### config.mk
export PLATFORM = sky130hd
export DESIGN_NAME = uart_rx
export DESIGN_NICKNAME = d
export VERILOG_FILES = /design/src/rtl/uart_pkg.sv /design/src/rtl/sync_2ff.sv /design/src/rtl/uart_rx.sv
export SDC_FILE = /design/constraint.sdc
export NUM_CORES = 1
export LEC_CHECK = 0
export BUFFER_PORTS_ARGS = -buffer_cell sky130_fd_sc_hd__clkbuf_2
export CAP_MARGIN = 10
export CORE_ASPECT_RATIO = 2
export CORE_MARGIN = 1.5
export CORE_UTILIZATION = 58
export CTS_CLUSTER_SIZE = 28
export DETAILED_ROUTE_END_ITERATION = 12
export PLACE_DENSITY = 0.81
export SYNTH_ARGS = -nofsm -noshare
export SYNTH_HDL_FRONTEND = slang
export SYNTH_SLANG_ARGS = --single-unit
### constraint.sdc
create_clock -name clk -period 3 [get_ports clk]
set_input_delay 0.3 -clock clk [delete_from_list [all_inputs] [get_ports clk]]
set_output_delay 0.3 -clock clk [all_outputs]
set_load 0.1 [all_outputs]
### src/rtl/uart_pkg.sv
// Shared UART definitions: receive/transmit state encoding and baud timing helper.
package uart_pkg;

  typedef enum logic [1:0] {
    RX_IDLE  = 2'd0,
    RX_START = 2'd1,
    RX_DATA  = 2'd2,
    RX_STOP  = 2'd3
  } rx_state_e;

  // Clock cycles per line bit.
  function automatic int unsigned bit_cycles(input int unsigned clkf, input int unsigned baud);
    return clkf / baud;
  endfunction

endpackage

### src/rtl/sync_2ff.sv
// Two-flop synchroniser for a single asynchronous level.
module sync_2ff #(
  parameter logic RESET_VAL = 1'b1
) (
  input  logic clk,
  input  logic rst_n,
  input  logic d_i,
  output logic q_o
);

  logic meta_q;
  logic sync_q;

  always_ff @(posedge clk or negedge rst_n) begin
    if (!rst_n) begin
      meta_q <= RESET_VAL;
      sync_q <= RESET_VAL;
    end else begin
      meta_q <= d_i;
      sync_q <= meta_q;
    end
  end

  assign q_o = sync_q;

endmodule

### src/rtl/uart_rx.sv
// UART receiver: 8N1-style framing, mid-bit sampling, valid/ready output with
// framing-error and overrun pulses.
module uart_rx
  import uart_pkg::*;
#(
  parameter int unsigned BAUD = 9600,
  parameter int unsigned CLKF = 100000000,
  parameter int unsigned DLEN = 8
) (
  input  logic            clk,
  input  logic            rstn,
  input  logic            i_rxs,
  output logic            o_rvalid,
  input  logic            i_rready,
  output logic [DLEN-1:0] o_rdata,
  output logic            o_ferr,
  output logic            o_ovr
);

  localparam int unsigned BIT_CYCLES  = bit_cycles(CLKF, BAUD);
  localparam int unsigned HALF_CYCLES = BIT_CYCLES / 2;
  localparam int unsigned CNT_W       = $clog2(BIT_CYCLES);
  localparam int unsigned BIT_W       = $clog2(DLEN + 1);

  logic rxs;

  rx_state_e        state_q, state_d;
  logic [CNT_W-1:0] cnt_q, cnt_d;
  logic [BIT_W-1:0] bit_q, bit_d;
  logic [DLEN-1:0]  shift_q, shift_d;
  logic             armed_q, armed_d;
  logic             rvalid_q, rvalid_d;
  logic [DLEN-1:0]  rdata_q, rdata_d;
  logic             ferr_q, ferr_d;
  logic             ovr_q, ovr_d;
  logic             cnt_last_c;
  logic             cnt_half_c;
  logic             good_c;
  logic             bad_c;

  sync_2ff #(
    .RESET_VAL(1'b1)
  ) u_sync (
    .clk  (clk),
    .rst_n(rstn),
    .d_i  (i_rxs),
    .q_o  (rxs)
  );

  assign cnt_last_c = (cnt_q == CNT_W'(BIT_CYCLES - 1));
  assign cnt_half_c = (cnt_q == CNT_W'(HALF_CYCLES - 1));

  always_ff @(posedge clk or negedge rstn) begin
    if (!rstn) begin
      state_q  <= RX_IDLE;
      cnt_q    <= '0;
      bit_q    <= '0;
      shift_q  <= '0;
      armed_q  <= 1'b0;
      rvalid_q <= 1'b0;
      rdata_q  <= '0;
      ferr_q   <= 1'b0;
      ovr_q    <= 1'b0;
    end else begin
      state_q  <= state_d;
      cnt_q    <= cnt_d;
      bit_q    <= bit_d;
      shift_q  <= shift_d;
      armed_q  <= armed_d;
      rvalid_q <= rvalid_d;
      rdata_q  <= rdata_d;
      ferr_q   <= ferr_d;
      ovr_q    <= ovr_d;
    end
  end

  always_comb begin
    state_d  = state_q;
    cnt_d    = cnt_q;
    bit_d    = bit_q;
    shift_d  = shift_q;
    armed_d  = 1'b0;
    good_c   = 1'b0;
    bad_c    = 1'b0;
    rvalid_d = rvalid_q;
    rdata_d  = rdata_q;
    ferr_d   = 1'b0;
    ovr_d    = 1'b0;

    case (state_q)
      // armed_q records that the line was high on the previous idle cycle,
      // so a held-low line (break) cannot re-trigger a frame.
      RX_IDLE: begin
        cnt_d   = '0;
        bit_d   = '0;
        armed_d = rxs;
        if (!rxs && armed_q) begin
          state_d = RX_START;
        end
      end
      RX_START: begin
        cnt_d = cnt_q + 1'b1;
        if (cnt_half_c) begin
          cnt_d   = '0;
          state_d = rxs ? RX_IDLE : RX_DATA;
        end
      end
      RX_DATA: begin
        cnt_d = cnt_q + 1'b1;
        if (cnt_last_c) begin
          cnt_d   = '0;
          shift_d = {rxs, shift_q[DLEN-1:1]};
          bit_d   = bit_q + 1'b1;
          if (bit_q == BIT_W'(DLEN - 1)) begin
            bit_d   = '0;
            state_d = RX_STOP;
          end
        end
      end
      RX_STOP: begin
        cnt_d = cnt_q + 1'b1;
        if (cnt_last_c) begin
          cnt_d   = '0;
          good_c  = rxs;
          bad_c   = !rxs;
          state_d = RX_IDLE;
        end
      end
      default: begin
        state_d = RX_IDLE;
        cnt_d   = '0;
        bit_d   = '0;
`ifndef SYNTHESIS
        $error("uart_rx: illegal state %0d", state_q);
`endif
      end
    endcase

    // Output holding register; a handshake in the same cycle frees it for the new word.
    if (rvalid_q && i_rready) begin
      rvalid_d = 1'b0;
    end
    ferr_d = bad_c;
    if (good_c) begin
      if (rvalid_q && !i_rready) begin
        ovr_d = 1'b1;
      end else begin
        rvalid_d = 1'b1;
        rdata_d  = shift_q;
      end
    end
  end

  assign o_rvalid = rvalid_q;
  assign o_rdata  = rdata_q;
  assign o_ferr   = ferr_q;
  assign o_ovr    = ovr_q;

endmodule

Word-level counts from Yosys, hierarchy flattened. Index checks and enable logic that the tools add are counted.

Output and inout port bits: 11. Word-level logic and storage cells: 60. Input port bits: 4. Register bits after elaboration: 42.

Multiplexer cells: 23. $add $sub $neg: 2. Eq/ne operators: 11. Reductions and logical operators: 12. Bitwise gates (word level): 1.

Operators by type and width (number): $pmux W14 S3 (1); $mux W14 (2); $add A14 B1 Y14 const B (1); $eq A14 B13 Y1 const B (1); $eq A14 B14 Y1 const B (1); $mux W2 (6); $mux W1 (10); $ne A2 B2 Y1 const B (5); $mux W4 (2); $pmux W2 S4 (1); $pmux W4 S2 (1); $reduce_and A2 Y1 (3); $reduce_and A5 Y1 (1); $add A4 B1 Y4 const B (1); $eq A2 B2 Y1 const B (2); $eq A4 B3 Y1 const B (1); $logic_and A1 B1 Y1 (3); $eq A2 B1 Y1 const B (1); $logic_not A1 Y1 (2); $logic_not A2 Y1 (1); $reduce_bool A2 Y1 (1); $reduce_or A2 Y1 (1); $not A1 Y1 (1).

Depth between registers and ports, before layout. Gate-level depths: netlist (run 1).

Depth after elaboration: 4. Gate-level depth with buffers: 6. Gate-level depth less buffers: 5.

Cells and area by module. A second synthesis (run 1) with hierarchy kept.

Cell total of the unflattened synthesis: 163. Area, all modules: 1920.6 µm².

Modules (own cells, without submodules): uart_rx (times used 1, cells each 161, sequential area each 1001.0 µm², area an instance 1868.0 µm²); sync_2ff (times used 1, cells each 2, sequential area each 52.6 µm², area an instance 52.6 µm²).

Least setup slack after synthesis (run 1). Ideal clock, no wire load.

Kind: register -> register. Start: reg cnt_q[0]. End: reg cnt_q[10]. Slack: 830 ps. Path buffers: 1. Data required time: 2881 ps. Cell stages (with the launch flop): 7. Setup time: 119 ps. Data arrival time: 2052 ps. Clock period less this slack: 2170 ps. Path through: dfrtp_1 ha_1 or4bb_1 or4_1 a22oi_2 buf_4 nor2_1.

Word-level cells in the longest chain between the ends: 3. Elaborated cells between the ends (all ways): 6. Those cells by class: 1 x add/sub; 2 x eq/ne; 3 x mux.

Ends and longest elaborated chain: start, declared (RTL line uart_rx.sv:28) `logic [CNT_W-1:0] cnt_q, cnt_d;`; start signal, assigned (RTL line uart_rx.sv:66) `cnt_q <= cnt_d;`; $add A14 B1 Y14, or another cell as far along (RTL line uart_rx.sv:102, uart_rx.sv:109, uart_rx.sv:121); $mux W14, on equally long branches (RTL line uart_rx.sv:110, uart_rx.sv:122, uart_rx.sv:103); $pmux W14 S3 * (RTL line uart_rx.sv:90) `case (state_q)`; named net cnt_d[10] (RTL line uart_rx.sv:28).

The timed path passes the listed nets; every way through them passes the cells marked *. A chain may end at the register's enable or synchronous reset.

Final worst setup path (run 1).
Start: reg cnt_q[0]. End: reg cnt_q[6].

The elaborated chain is that of the path after synthesis.

==> results of run 1 <==
-- power groups by stage --
stage	clock (W)	combinational [W]	sequential, W
6_report	0.000364	0.000125	0.000657
5_1_grt	0.000401	0.000143	0.000661
4_1_cts	0.000373	0.000125	0.000654
3_5_place_dp	0	0.000125	0.000665
3_3_place_gp	0	0.000119	0.000660
2_1_floorplan	0	0.000115	0.000638
-- cell usage after synthesis (2+ instances only) --
| library cell | n | area [um^2] |
|---|---|---|
| ha_1 | 3 | 37.5 |
| nor2_1 | 18 | 67.6 |
| nor4_1 | 3 | 18.8 |
| or4_4 | 2 | 22.5 |
| nand4_1 | 2 | 12.5 |
| nand2_1 | 11 | 41.3 |
| nor3_1 | 8 | 40.0 |
| dfrtp_1 | 40 | 1000 |
| xnor2_1 | 10 | 87.6 |
| mux2_2 | 16 | 180 |
| dfstp_2 | 2 | 52.6 |
| a31oi_1 | 3 | 18.8 |
| o211ai_1 | 2 | 15.0 |
| nand3_1 | 9 | 45.0 |
| xor2_1 | 2 | 17.5 |
| inv_1 | 3 | 11.3 |
| nor2b_1 | 2 | 12.5 |
| clkbuf_1 | 2 | 7.51 |
| nand3b_1 | 3 | 22.5 |
| or4_1 | 2 | 15.0 |
| o21ai_0 | 2 | 10.0 |
-- placed cells by master, fill, tap and decap left out, drive strengths merged, types with 2 or more instances in the layout --
| master | netlist | routed |
|---|---|---|
| a31oi | 3 | 3 |
| clkbuf | 2 | 21 |
| dfrtp | 40 | 40 |
| dfstp | 2 | 2 |
| ha | 3 | 3 |
| inv | 3 | 3 |
| mux2 | 16 | 16 |
| nand2 | 12 | 12 |
| nand3 | 10 | 10 |
| nand3b | 3 | 3 |
| nand4 | 3 | 3 |
| nor2 | 18 | 18 |
| nor2b | 2 | 2 |
| nor3 | 8 | 8 |
| nor4 | 4 | 4 |
| o211ai | 2 | 2 |
| o21ai | 2 | 2 |
| or4 | 4 | 4 |
| xnor2 | 10 | 10 |
| xor2 | 2 | 2 |
-- worst max-delay path, cell delays in order, from the launching register on --
cell and delay (ns):
dfrtp_1 0.45, ha_1 0.23, or4bb_1 0.48, or4_1 0.59, a22oi_2 0.50, nor2_1 0.13
-- cell type report --
cell class                      count  area (um^2)  area share (%)
Clock buffer                        7         86.3            4.10
Clock inverter                      1         5.00           0.238
Inverter                            3         11.3           0.535
Multi-Input combinational cell    115          838            39.9
Sequential cell                    42         1050            50.1
Tap cell                           31         38.8            1.84
Timing Repair Buffer               14         70.1            3.33
-- registers in the layout, summed over array words and instances (netlist names), named ones only --
signal         count
o_ferr             1
u_sync.meta_q      1
shift_q            8
bit_q              4
u_sync.q_o         1
state_q            1
cnt_q             14
armed_q            1
o_ovr              1
o_rvalid           1
o_rdata            8
-- how the worst min path moves through the flow --
| stage | end | slack (ns) | cells after the start |
|---|---|---|---|
| 2_1_floorplan | async pin | 0.004 | 0 |
| 3_3_place_gp | u_sync.q_o$_DFF_PN1_ | 0.35 | 0 |
| 3_5_place_dp | u_sync.q_o$_DFF_PN1_ | 0.35 | 0 |
| 4_1_cts | u_sync.meta_q$_DFF_PN1_ | 0.08 | 1 |
| 5_1_grt | u_sync.meta_q$_DFF_PN1_ | 0.07 | 1 |
| 6_report | u_sync.meta_q$_DFF_PN1_ | 0.09 | 1 |
-- metal layers --
layer	part of all wire (%)	vias to the layer above
li1	-	621
met1	36	680
met2	58	49
met3	4.1	10
met4	2.0	0
met5	0	-
-- kinds of logic after synthesis --
family / Yosys count / synth area share, %
compound gates: 13 / 5.01
mux: 16 / 9.37
flops: 42 / 54.8
buf+inv: 7 / 1.63
xor+xnor: 12 / 5.47
simple gates: 71 / 21.8
fa+ha+maj: 3 / 1.95
-- per-stage QoR --
| stage | total power, W | std cells | util [%] |
|---|---|---|---|
| after floorplan | 0.000753 | 164 | - |
| after global placement | 0.000779 | 205 | 63.7 |
| after detailed placement | 0.000790 | 205 | 63.7 |
| after CTS | 0.00115 | 213 | 66.6 |
| after global routing | 0.00120 | 213 | 66.6 |
| final | 0.00114 | 213 | 66.6 |
==> key figures, run 1 <==
Critical path
  – CP Capture Type: flop
  – Crit path DAT: 2.66 ns
  – Startpoint Class: flop
  – R2R setup slack: 0.48 ns
  – Worst Reg-to-Reg Cells: 5
  – Crit Path Category: flop to flop
  – CP startpoint: cnt_q[0]$_DFF_PN0_
  – Worst r2r src: cnt_q[0]$_DFF_PN0_
  – Req. time, crit path: 3.14 ns
  – CP Capture Point: cnt_q[6]$_DFF_PN0_
  – Critical R2R Capture: cnt_q[6]$_DFF_PN0_
  – Crit path max fanout: 13

Logic synthesis
  – Post-synth EDFFs: 0
  – Syn_area_per_cell: 11.7 um^2
  – Post-synthesis register bit count: 42
  – Post-synth net total: 171
  – Mapped Cells: 164
  – Sequential fraction of the synthesis area: 54.8%
  – Cell variety after synth: 40
  – Ys flop type: dfrtp_1
  – Synthesized area: 0.00192 mm^2
  – Ys async rst share: 100%
  – Warnings from Yosys: 0

GRT
  – Largest net degree at the start of global routing: 43
  – Tot GR Track Use: 22.8%
  – Initial antenna violation count: 0
  – Total grt overflow: 0
  – M3 GR Usage: 4.09%
  – M1 GR Usage: 25.9%
  – Vias in the first global route: 1353
  – Met2 Use GR: 39.8%
  – Wire length of the first global-routing pass: 6310 um
  – GR peak layer: met2

Final layout
  – Final instance area: 0.00210 mm^2
  – Filler Cell Count: 249
  – Nets: 188
  – Area Growth Syn to Fin: 9.37%
  – N_diodes: 0
  – Share of cells above drive strength 1: 26.4%

Clock network
  – Hold Buf Count CTS: 0
  – Resized cells post-CTS: 0
  – Postcts setup bufs: 0
  – Clk sink count: 42
  – Inserted Clock Buffers: 5
  – CTS max path bufs: 2
  – CTS tree: yes
  – Htree depth: 2
  – Clock Tree Root: clkbuf_8
  – Clock latency on the worst-skew pair: 0.29 ns
  – Clock-pin transition on the worst setup and hold timing paths: 0.07 ns

Drt
  – DRT Pass-1 Iters: 4
  – DRC viols: 0
  – Routed Antenna Nets: 0
  – Post-DR wirelength/cell: 17.0 um
  – Vias: 1360
  – Vias per inst: 6.38
  – Final wirelength: 3630 um
  – DR iter-0 viols: 36

Placed design
  – Dpl ws: 0.480 ns
  – IO Port Bufs: 14
  – Dpl hpwl: 2630 um
  – GPL Wtd Cong: 0.939
  – Post-place instance area: 0.00201 mm^2

Timing
  – Worst-margin pin slew: 1.00 ns
  – Part of the cycle the worst path needs: 84.0%
  – Tmin final: 2.52 ns
  – Relative slew slack: 33.0%
  – Setup tns final: 0 ns
  – Final WS setup: 0.479 ns
  – Setup-failing EPs final: 0
  – FMAX: 0.397 GHz
  – Fin. max-slew vios: 0
  – RSZ-0062 raised after global routing: false
  – Setup Skew: 0.00268 ns
  – Hold Violations, Final: 0
  – Hold slack: 0.0862 ns

Pwr
  – Seq pwr share: 57.4%
  – VDD IR max: 404 uV
  – Internal: 0.000833 W
  – PD cells: 544 mW/mm^2
  – Leakage: 0.994 nW
  – Clk pwr share: 31.8%
  – Sw frac: 27.2%
  – NetSw: 0.000312 W
  – Combinational Power Share: 10.9%

Floorplanning
  – Die W: 43.7 um
  – Initial Util: 60.9%
  – Cell Rows: 29
  – Die H: 84.4 um
  – Die area: 0.00369 mm^2
  – IO Count: 15
  – Core area: 0.00316 mm^2

Run status
  – Status: completed

Job
  – Max_cap viols: 0

Min path
  – Hold WC Path Type: input pin to flop
  – Min-delay src: i_rxs
Power figures use the tool's default switching activity.
==> inputs of run 2 (changes only) <==
==> constraint.sdc (replaced) <==
create_clock -name clk -period 2.55 [get_ports clk]
set_input_delay 0.255 -clock clk [delete_from_list [all_inputs] [get_ports clk]]
set_output_delay 0.255 -clock clk [all_outputs]
set_load 0.1 [all_outputs]
==> key figures, run 2 (synthesized netlist as in run 1, its figures left out) <==
Pwr
  – PD cells: 669 mW/mm^2 (+23%)
  – VDD IR max: 700 uV (+73%)
  – Leakage: 1.01 nW (+1.9%)
  – Final Power: 0.00143 W (+25%)

Critical path
  – Buf+Inv Stages, Crit Path: 1 (+1)
  – Startpoint Class: flop
  – CP peak stage delay: 0.59 ns (about the same)
  – Crit path DAT: 2.47 ns (-0.19 ns)
  – CP startpoint: cnt_q[0]$_DFF_PN0_
  – Cell breakdown of the critical path: ha_1 > or4bb_1 > or4_1 > a22oi_2 > buf_4 > nor3_1
  – Delay-heaviest family, CP: simple AND/OR/NAND/NOR gates
  – Crit path max fanout: 13 (unchanged)
  – Crit Path Category: flop to flop
  – Worst r2r src: cnt_q[0]$_DFF_PN0_
  – Req. time, crit path: 2.72 ns (-0.42 ns)
  – CP max stage cell: or4_1
  – CP Capture Type: flop

Timing
  – Worst-margin pin slew: 1.00 ns (-0.00222 ns)
  – FMAX: 0.435 GHz (+9.7%)
  – Setup-failing EPs final: 0 (unchanged)
  – Final WS setup: 0.252 ns (-0.227 ns)
  – Hold Violations, Final: 0 (unchanged)
  – Fin. max-slew vios: 0 (unchanged)
  – RSZ-0062 raised after global routing: false
  – Setup Skew: 0.00989 ns (+0.00720 ns)
  – Setup tns final: 0 ns (unchanged)
  – Part of the cycle the worst path needs: 90.1% (+6.1 points)
  – Relative slew slack: 33.2% (+0.15 points)
  – Tmin final: 2.30 ns (-0.223 ns)

Drt
  – DR iter-0 viols: 55 (+53%)
  – DRC viols: 0 (unchanged)
  – Vias per inst: 6.11 (-4.3%)
  – Post-DR wirelength/cell: 17.0 um (-0.27%)
  – Vias: 1320 (-2.9%)
  – Routed Antenna Nets: 0 (unchanged)
  – DRT Pass-1 Iters: 4 (unchanged)
  – Final wirelength: 3670 um (+1.1%)

Job
  – Max_cap viols: 0 (unchanged)

Placed design
  – IO Port Bufs: 14 (unchanged)
  – Dpl ws: 0.257 ns (-0.223 ns)
  – Dpl hpwl: 2630 um (about the same)
  – GPL Wtd Cong: 0.967 (+3.1%)
  – Cells after DPL: 208 (+1.5%)

GRT
  – Vias in the first global route: 1339 (-1.0%)
  – Tot GR Track Use: 23.0% (+0.16 points)
  – Wire length of the first global-routing pass: 6240 um (-1.2%)
  – Largest net degree at the start of global routing: 43 (unchanged)
  – Initial antenna violation count: 0 (unchanged)
  – Total grt overflow: 0 (unchanged)

Clock network
  – Inserted Clock Buffers: 5 (unchanged)
  – CTS tree: yes
  – Resized cells post-CTS: 0 (unchanged)
  – Clk sink count: 42 (unchanged)
  – Postcts setup bufs: 0 (unchanged)
  – Clock-pin transition on the worst setup and hold timing paths: 0.07 ns (about the same)
  – Htree depth: 2 (unchanged)
  – Clock Tree Root: clkbuf_8
  – CTS max path bufs: 2 (unchanged)
  – Hold Buf Count CTS: 0 (unchanged)
  – Clock latency on the worst-skew pair: 0.30 ns (about the same)

Final layout
  – Area Growth Syn to Fin: 11.3%
  – Final cell count without fillers: 216 (+1.4%)
  – Share of cells above drive strength 1: 27.0% (+0.65 points)
  – Largest register FFs: 14 (unchanged)
  – Final Util: 67.8% (+1.2 points)
  – Commonest non-fill, non-tap cell in the layout: dfrtp_1
  – Most flops, register: cnt_q
  – Nets: 191 (+1.6%)
  – Most frequent cells in the layout: 40 x dfrtp_1, 18 x nor2_1, 16 x mux2_2
  – N_diodes: 0 (unchanged)

Floorplanning
  – Core area: 0.00316 mm^2 (unchanged)
  – Initial Util: 60.9% (unchanged)
  – Die area: 0.00369 mm^2 (unchanged)
  – Die W: 43.7 um (unchanged)
  – IO Count: 15 (unchanged)
  – Cell Rows: 29 (unchanged)
  – Die H: 84.4 um (unchanged)

Run status
  – Status: completed

Min path
  – Hold WC Path Type: input pin to flop
  – Min-delay src: i_rxs
-- run 2: changes by cell type in the layout (fill, tap and decap cells not counted) --
| cell | change |
|---|---|
| buf_4 | +3 |
| bufinv_16 | +1 |
| clkbuf_1 | +1 |
| clkbuf_8 | -1 |
| clkinv_2 | -1 |
-- run 2: where the power goes --
| group | switching, W | internal [W] |
|---|---|---|
| clock network | 0.000215 | 0.000293 |
| registers | 0.0000655 | 0.000705 |
| logic | 0.0000916 | 0.0000624 |
-- run 2: routing by layer --
layer	GRT usage [%]	vias up	wire [um]
met4	11.0	0	108
li1	-	624	-
met5	0	-	0
met1	24.1	652	1340
met2	41.0	35	2090
met3	4.73	9	129
-- run 2: layout make-up --
| class | count | area, um^2 |
|---|---|---|
| inverter | 3 | 11.3 |
| multi-input combinational | 115 | 838 |
| tap | 31 | 38.8 |
| timing repair buffer | 17 | 92.6 |
| fill | 240 | 1020 |
| clock buffer | 7 | 76.3 |
| clock inverter | 1 | 30.0 |
| sequential | 42 | 1050 |
-- run 2: worst paths after layout --
path / endpoint / slack [ns] / cells past startpoint
min: u_sync.meta_q$_DFF_PN1_ / 0.04 / 1
max reg2reg: cnt_q[3]$_DFF_PN0_ / 0.25 / 6
min reg2reg: u_sync.q_o$_DFF_PN1_ / 0.36 / 0
max: cnt_q[3]$_DFF_PN0_ / 0.25 / 6
min in group asynchronous: bit_q[2]$_DFFE_PN0P_ / 0.11 / 1
max in group asynchronous: cnt_q[9]$_DFF_PN0_ / 1.82 / 1
-- run 2: stage by stage --
step,cell area (um^2),hold slack (ns)
detailed placement,2030,0.344
finish,2140,0.0356
floorplan,1920,-0.0406
CTS,2140,0.0277
global placement,2030,0.342
global route,2140,0.0264
